$ cat src/rtl/nou_pkg.sv
// Shared NoC response types: entry layout, payload bit offsets and the output FSM states.
// Default field widths for transaction id, tile id, error code and NoC response payload.
package nou_pkg;

    localparam int NOU_TID_W  = 8;
    localparam int NOU_TILE_W = 10;
    localparam int NOU_ERR_W  = 5;
    localparam int NOU_RSP_W  = 32;

    localparam int RSP_TILE_LSB   = 0;
    localparam int RSP_STATUS_BIT = 10;
    localparam int RSP_ERR_LSB    = 11;

    typedef struct packed {
        logic [NOU_TID_W-1:0]  tid;
        logic [NOU_TILE_W-1:0] tile_id;
        logic                  status;
        logic [NOU_ERR_W-1:0]  err_code;
    } nou_rsp_entry_t;

    typedef enum logic {
        OBR_IDLE = 1'b0,
        OBR_SEND = 1'b1
    } obr_state_e;

    // An OK response carries no error code, whatever the engine left on the bus.
    function automatic logic [15:0] nou_pack_rsp(input logic [NOU_TILE_W-1:0] tile_id,
                                                 input logic                  status,
                                                 input logic [NOU_ERR_W-1:0]  err_code);
        logic [15:0] r;
        r = '0;
        r[RSP_TILE_LSB +: NOU_TILE_W] = tile_id;
        r[RSP_STATUS_BIT]             = status;
        r[RSP_ERR_LSB +: NOU_ERR_W]   = status ? err_code : '0;
        return r;
    endfunction

endpackage

$ cat src/rtl/spu_obr_fifo.sv
// Sync FIFO of completion entries with reset storage; extra pointer MSB separates full from empty.
// Latency: a push is visible at the head the next cycle. Backpressure: push ignored when full, pop ignored when empty.
module spu_obr_fifo
    import nou_pkg::*;
#(
    parameter int DEPTH = 4
) (
    input  logic           clk,
    input  logic           rstn,
    input  logic           push,
    input  nou_rsp_entry_t push_dat,
    input  logic           pop,
    output nou_rsp_entry_t pop_dat,
    output logic           full,
    output logic           empty
);
    localparam int AW = $clog2(DEPTH);

    logic [AW:0]    wr_ptr_q, wr_ptr_d;
    logic [AW:0]    rd_ptr_q, rd_ptr_d;
    nou_rsp_entry_t mem_q [DEPTH];
    nou_rsp_entry_t mem_d [DEPTH];

    assign empty   = (wr_ptr_q == rd_ptr_q);
    assign full    = (wr_ptr_q[AW] != rd_ptr_q[AW]) && (wr_ptr_q[AW-1:0] == rd_ptr_q[AW-1:0]);
    assign pop_dat = mem_q[rd_ptr_q[AW-1:0]];

    always_comb begin
        mem_d    = mem_q;
        wr_ptr_d = wr_ptr_q;
        rd_ptr_d = rd_ptr_q;
        if (push && !full) begin
            mem_d[wr_ptr_q[AW-1:0]] = push_dat;
            wr_ptr_d                = wr_ptr_q + 1'b1;
        end
        if (pop && !empty) begin
            rd_ptr_d = rd_ptr_q + 1'b1;
        end
    end

    always_ff @(posedge clk or negedge rstn) begin
        if (!rstn) begin
            wr_ptr_q <= '0;
            rd_ptr_q <= '0;
            for (int i = 0; i < DEPTH; i++) begin
                mem_q[i] <= '0;
            end
        end else begin
            wr_ptr_q <= wr_ptr_d;
            rd_ptr_q <= rd_ptr_d;
            mem_q    <= mem_d;
        end
    end

endmodule

$ cat src/rtl/spu_obr_gen.sv
// SPU outbound response generator: queues completions, packs them, drives them to the NoC.
// Latency: 2 cycles from push to ob_rsp_vld when idle. Backpressure: cmpl_rdy = !fifo_full; output held until ob_rsp_rdy.
// SPU_OBR_ERR_CNT_EN adds a saturating count of sent error responses (err_cnt / err_cnt_clr).
module spu_obr_gen
    import nou_pkg::*;
#(
    parameter int DEPTH  = 4,
    parameter int TID_W  = NOU_TID_W,
    parameter int TILE_W = NOU_TILE_W,
    parameter int ERR_W  = NOU_ERR_W,
    parameter int RSP_W  = NOU_RSP_W
) (
    input  logic              clk,
    input  logic              rstn,
    input  logic              cmpl_vld,
    output logic              cmpl_rdy,
    input  logic [TID_W-1:0]  cmpl_tid,
    input  logic [TILE_W-1:0] cmpl_tile_id,
    input  logic              cmpl_status,
    input  logic [ERR_W-1:0]  cmpl_err_code,
    output logic              ob_rsp_vld,
    input  logic              ob_rsp_rdy,
    output logic [TID_W-1:0]  ob_rsp_tid,
    output logic [RSP_W-1:0]  ob_rsp
`ifdef SPU_OBR_ERR_CNT_EN
    ,
    output logic [15:0]       err_cnt,
    input  logic              err_cnt_clr
`endif
);
    obr_state_e     state_q, state_d;
    logic [TID_W-1:0] tid_q, tid_d;
    logic [RSP_W-1:0] rsp_q, rsp_d;
    nou_rsp_entry_t push_dat, head;
    logic           fifo_full, fifo_empty, fifo_pop;

    assign push_dat.tid      = cmpl_tid;
    assign push_dat.tile_id  = cmpl_tile_id;
    assign push_dat.status   = cmpl_status;
    assign push_dat.err_code = cmpl_err_code;
    assign cmpl_rdy          = !fifo_full;

    spu_obr_fifo #(.DEPTH(DEPTH)) u_fifo (
        .clk      (clk),
        .rstn     (rstn),
        .push     (cmpl_vld),
        .push_dat (push_dat),
        .pop      (fifo_pop),
        .pop_dat  (head),
        .full     (fifo_full),
        .empty    (fifo_empty)
    );

    // Output register reloads on the accepting cycle so a busy queue drains one response per cycle.
    always_comb begin
        state_d  = state_q;
        tid_d    = tid_q;
        rsp_d    = rsp_q;
        fifo_pop = 1'b0;
        case (state_q)
            OBR_IDLE: begin
                if (!fifo_empty) begin
                    fifo_pop = 1'b1;
                    state_d  = OBR_SEND;
                end
            end
            OBR_SEND: begin
                if (ob_rsp_rdy) begin
                    if (!fifo_empty) begin
                        fifo_pop = 1'b1;
                    end else begin
                        state_d = OBR_IDLE;
                    end
                end
            end
        endcase
        if (fifo_pop) begin
            tid_d        = head.tid;
            rsp_d        = '0;
            rsp_d[15:0]  = nou_pack_rsp(head.tile_id, head.status, head.err_code);
        end
    end

    always_ff @(posedge clk or negedge rstn) begin
        if (!rstn) begin
            state_q <= OBR_IDLE;
            tid_q   <= '0;
            rsp_q   <= '0;
        end else begin
            state_q <= state_d;
            tid_q   <= tid_d;
            rsp_q   <= rsp_d;
        end
    end

    assign ob_rsp_vld = (state_q == OBR_SEND);
    assign ob_rsp_tid = tid_q;
    assign ob_rsp     = rsp_q;

`ifdef SPU_OBR_ERR_CNT_EN
    logic [15:0] err_cnt_q, err_cnt_d;
    logic        err_hs;

    assign err_hs = ob_rsp_vld && ob_rsp_rdy && rsp_q[RSP_STATUS_BIT];

    always_comb begin
        err_cnt_d = err_cnt_q;
        if (err_cnt_clr) begin
            err_cnt_d = '0;
        end else if (err_hs && (err_cnt_q != 16'hFFFF)) begin
            err_cnt_d = err_cnt_q + 16'd1;
        end
    end

    always_ff @(posedge clk or negedge rstn) begin
        if (!rstn) begin
            err_cnt_q <= '0;
        end else begin
            err_cnt_q <= err_cnt_d;
        end
    end

    assign err_cnt = err_cnt_q;
`endif

endmodule

$ cat config.mk
export PLATFORM = sky130hd
export DESIGN_NAME = spu_obr_gen
export DESIGN_NICKNAME = d
export VERILOG_FILES = /design/src/rtl/nou_pkg.sv /design/src/rtl/spu_obr_fifo.sv /design/src/rtl/spu_obr_gen.sv
export SDC_FILE = /design/constraint.sdc
export NUM_CORES = 1
export LEC_CHECK = 0
export CORE_AREA = 2 2 136 138
export CTS_CLUSTER_SIZE = 28
export DETAILED_ROUTE_END_ITERATION = 10
export DIE_AREA = 0 0 138 140
export PLACE_DENSITY = 0.52
export REMOVE_ABC_BUFFERS = 1
export SLEW_MARGIN = 20
export SYNTH_ARGS = -nofsm -noshare
export SYNTH_HDL_FRONTEND = slang
export SYNTH_HIERARCHICAL = 1
export SYNTH_SLANG_ARGS = --single-unit
$ cat constraint.sdc
create_clock -name clk -period 5.16 [get_ports clk]
set_clock_uncertainty 0.05 [all_clocks]
set_input_delay 1.29 -clock clk [delete_from_list [all_inputs] [get_ports clk]]
set_output_delay 1.29 -clock clk [all_outputs]
set_load 0.01 [all_outputs]
==> metrics.txt <==
synth top area cells dfrtp_1, mux2_2, mux2_4, mux4_2, buf_4; Syn Std Cell Area around 6000 um^2; status completed; DP HPWL about 7000 um; Buf+Inv Stages, Crit Path 2; R2R Path Start u_fifo/rd_ptr_q[1]$_DFFE_PN0P_; CP Capture Type output pin; area share of the leading cell type in the synthesized netlist between 50% and 60%; ys flop type dfrtp_1; Slew Viols, Final 0; worst rel slew slack between 40% and 50%; clk sinks around 130; Int Power about 3.6 mW; post-CTS setup buffer count 0; die width about 140 um; r2r worst-path depth 7; CTS root buf clkbuf_16; Avg WL per Cell about 18 um; endpoint of the worst register-to-register path u_fifo/rd_ptr_q[1]$_DFFE_PN0P_; clock buffer depth 2; GP Congestion 0.722; min-delay worst type reg2reg; max incr delay on CP ~0.5 ns; ys async rst share 100%; I/O Buffers 53; Syn Inst Count 359; H-tree depth 4; CTS Hold Bufs 0; synth-to-layout area growth 20.9%; Yosys reg bits 127; Crit path arrival time about 2.2 ns; total net switching power around 1.6 mW; post-cts sizing count 0; drt pass-1 iters 4; hold-critical path endpoint u_fifo/mem_q[45]$_DFFE_PN0P_; die area a little under 20000 um^2; share of power burned in registers between 30% and 40%; Critical Path RT 3.82 ns; synth cell count leaders dfrtp_1, mux2_2, mux2_4; worst reg2reg setup slack between 2 and 2.5 ns; Max-cap violations 0; Via density 4.74; remaining antenna violation count 0; Tmin final 3.51 ns; initial antenna violation count 0; ratio of final minimum period to clock period between 60% and 70%; first-pass GRT wire length just under 20000 um; n_diodes 0; final hold violation count 0; PwrDens ~720 nW/um^2; CTS tree yes; CORE AREA roughly 18000 um^2; Comb power frac between 40% and 50%; grt total ovfl 0; Layout fillers around 1600; Clk pin slew, worst setup/hold paths roughly 0.050 ns; FP Rows between 40 and 50; Mean Syn Cell Area between 15 and 20 um^2; detailed-route via count ~3100; DRT iter0 DRCs around 160; CP max FO 6; Yosys warning count 6; VDD IR max 0.270 mV; starting density of the core 33.6%; total CTS buffers 17; sequential share of the synthesized area between 50% and 60%; Final Non-Filler Cells 661; CP max-delay cell xnor2_2; final wirelength around 12000 um; Clock power frac between 20% and 30%; switching part of the total a little under a third; gr usage total between 10% and 20%; Post-synth EDFFs 0; DRC 0; Yosys top cell by area dfrtp_1; Top Ports 70; Hold Crit Start u_fifo/mem_q[45]$_DFFE_PN0P_; delay-heaviest family, CP buffers and inverters; Setup TNS 0 ns; final setup vio count 0; Final WS setup 1.65 ns; leakage power total between 3 and 4 nW; number of global-route vias before repair 3386; NumNets Final approximately 450; dpl ws approximately 1.5 ns; Cells after DPL between 600 and 700; RSZ-0062 raised after global routing false; Fmax 285 MHz; layout cells sized above 1 43.3%; largest net degree at the start of global routing 128; Yosys cell types 31; hold path cells 1; worst-margin pin slew 0.895 ns; count leader, synth dfrtp_1; Cell Chain, Critical Path xnor2_2 -> nand2_1 -> nor2_1 -> inv_1 -> clkdlybuf4s50_1; Setup Crit Path Kind reg2out; chip height about 140 um; Clk Latency, worst-skew pair around 0.4 ns; type of origin of the critical path register
## area by class of cell
type	count	area, um^2	share of cell area (%)
repair buffers	60	613	8.48
flip-flops and latches	127	3180	44.0
multi-input cells	209	2550	35.3
well taps	229	287	3.97
clock buffers	24	482	6.67
clock inverters	7	85.1	1.18
inverters	5	26.3	0.364
## metal layers
metal / up-vias / part of all wire [%] / track usage [%]
li1: 1394 / - / -
met1: 1657 / 49 / 17.7
met2: 67 / 47 / 19.4
met3: 12 / 2.8 / 3.08
met4: 0 / 1.8 / 5.85
met5: - / 0 / 0
## power groups by stage
| stage | Combinational [mW] | Clock (mW) | Sequential [mW] |
|---|---|---|---|
| floorplan | 1.56 | 0 | 1.85 |
| global route | 2.41 | 1.23 | 1.87 |
| finish | 2.24 | 1.16 | 1.80 |
| global placement | 2.22 | 0 | 1.80 |
| detailed placement | 2.27 | 0 | 1.82 |
| CTS | 2.28 | 1.19 | 1.81 |
## metrics by stage
step,power [mW],instance area (um^2),hold slack [ns],util [%]
finish,5.20,7230,0.450,40.6
global route,5.51,7230,0.463,40.6
CTS,5.28,7230,0.453,40.6
detailed placement,4.09,6660,0.440,37.5
global placement,4.02,6630,0.434,37.3
floorplan,3.42,5760,0.425,-
## cell families after synthesis
kind of cell / share of synthesized area (%)
AO/OA/AOI/OAI: 3.23
XOR/XNOR: 1.93
adder cells (fa/ha/maj): 1.05
buffers and inverters: 5.01
flip-flops: 53.2
multiplexers: 34.1
other: 0.0628
AND/OR/NAND/NOR: 1.42
## sequential cells by signal, indices dropped and copies added (netlist names)
name             flops
u_fifo/mem_q        96
ob_rsp_tid           8
ob_rsp_vld           1
u_fifo/rd_ptr_q      3
u_fifo/wr_ptr_q      3
ob_rsp              16
## worst max path at each step
stage | startpoint | endpoint | slack (ns) | depth (start not counted)
floorplan | u_fifo/rd_ptr_q[0]$_DFFE_PN0P_ | cmpl_rdy | 2.02 | 3
global placement | cmpl_vld | u_fifo/mem_q[22]$_DFFE_PN0P_ | 1.54 | 5
detailed placement | cmpl_vld | u_fifo/mem_q[21]$_DFFE_PN0P_ | 1.52 | 5
CTS | u_fifo/wr_ptr_q[1]$_DFFE_PN0P_ | cmpl_rdy | 1.62 | 5
global route | u_fifo/wr_ptr_q[1]$_DFFE_PN0P_ | cmpl_rdy | 1.52 | 5
finish | u_fifo/wr_ptr_q[1]$_DFFE_PN0P_ | cmpl_rdy | 1.65 | 5
## placed cells by master (no fill, tap or decap)
master / n
o21ai_0: 11
nor2b_4: 1
mux2_4: 48
clkbuf_16: 17
or2_1: 1
ha_1: 5
xor2_4: 1
xnor2_4: 1
dfrtp_1: 126
clkdlybuf4s50_1: 52
o31a_2: 1
buf_4: 6
bufinv_16: 2
mux2_2: 69
nand2b_1: 1
inv_1: 4
xnor2_1: 2
o311ai_0: 2
buf_16: 1
o31ai_1: 2
mux4_2: 24
clkbuf_8: 3
nor3_1: 2
a311o_1: 1
nor2_1: 2
conb_1: 16
buf_12: 1
nand2_1: 11
clkbuf_1: 4
dfrtp_2: 1
xnor2_2: 1
xor2_1: 3
clkinv_2: 5
a31oi_4: 4
inv_8: 1
No activity file was read; power rests on OpenSTA's default activity.
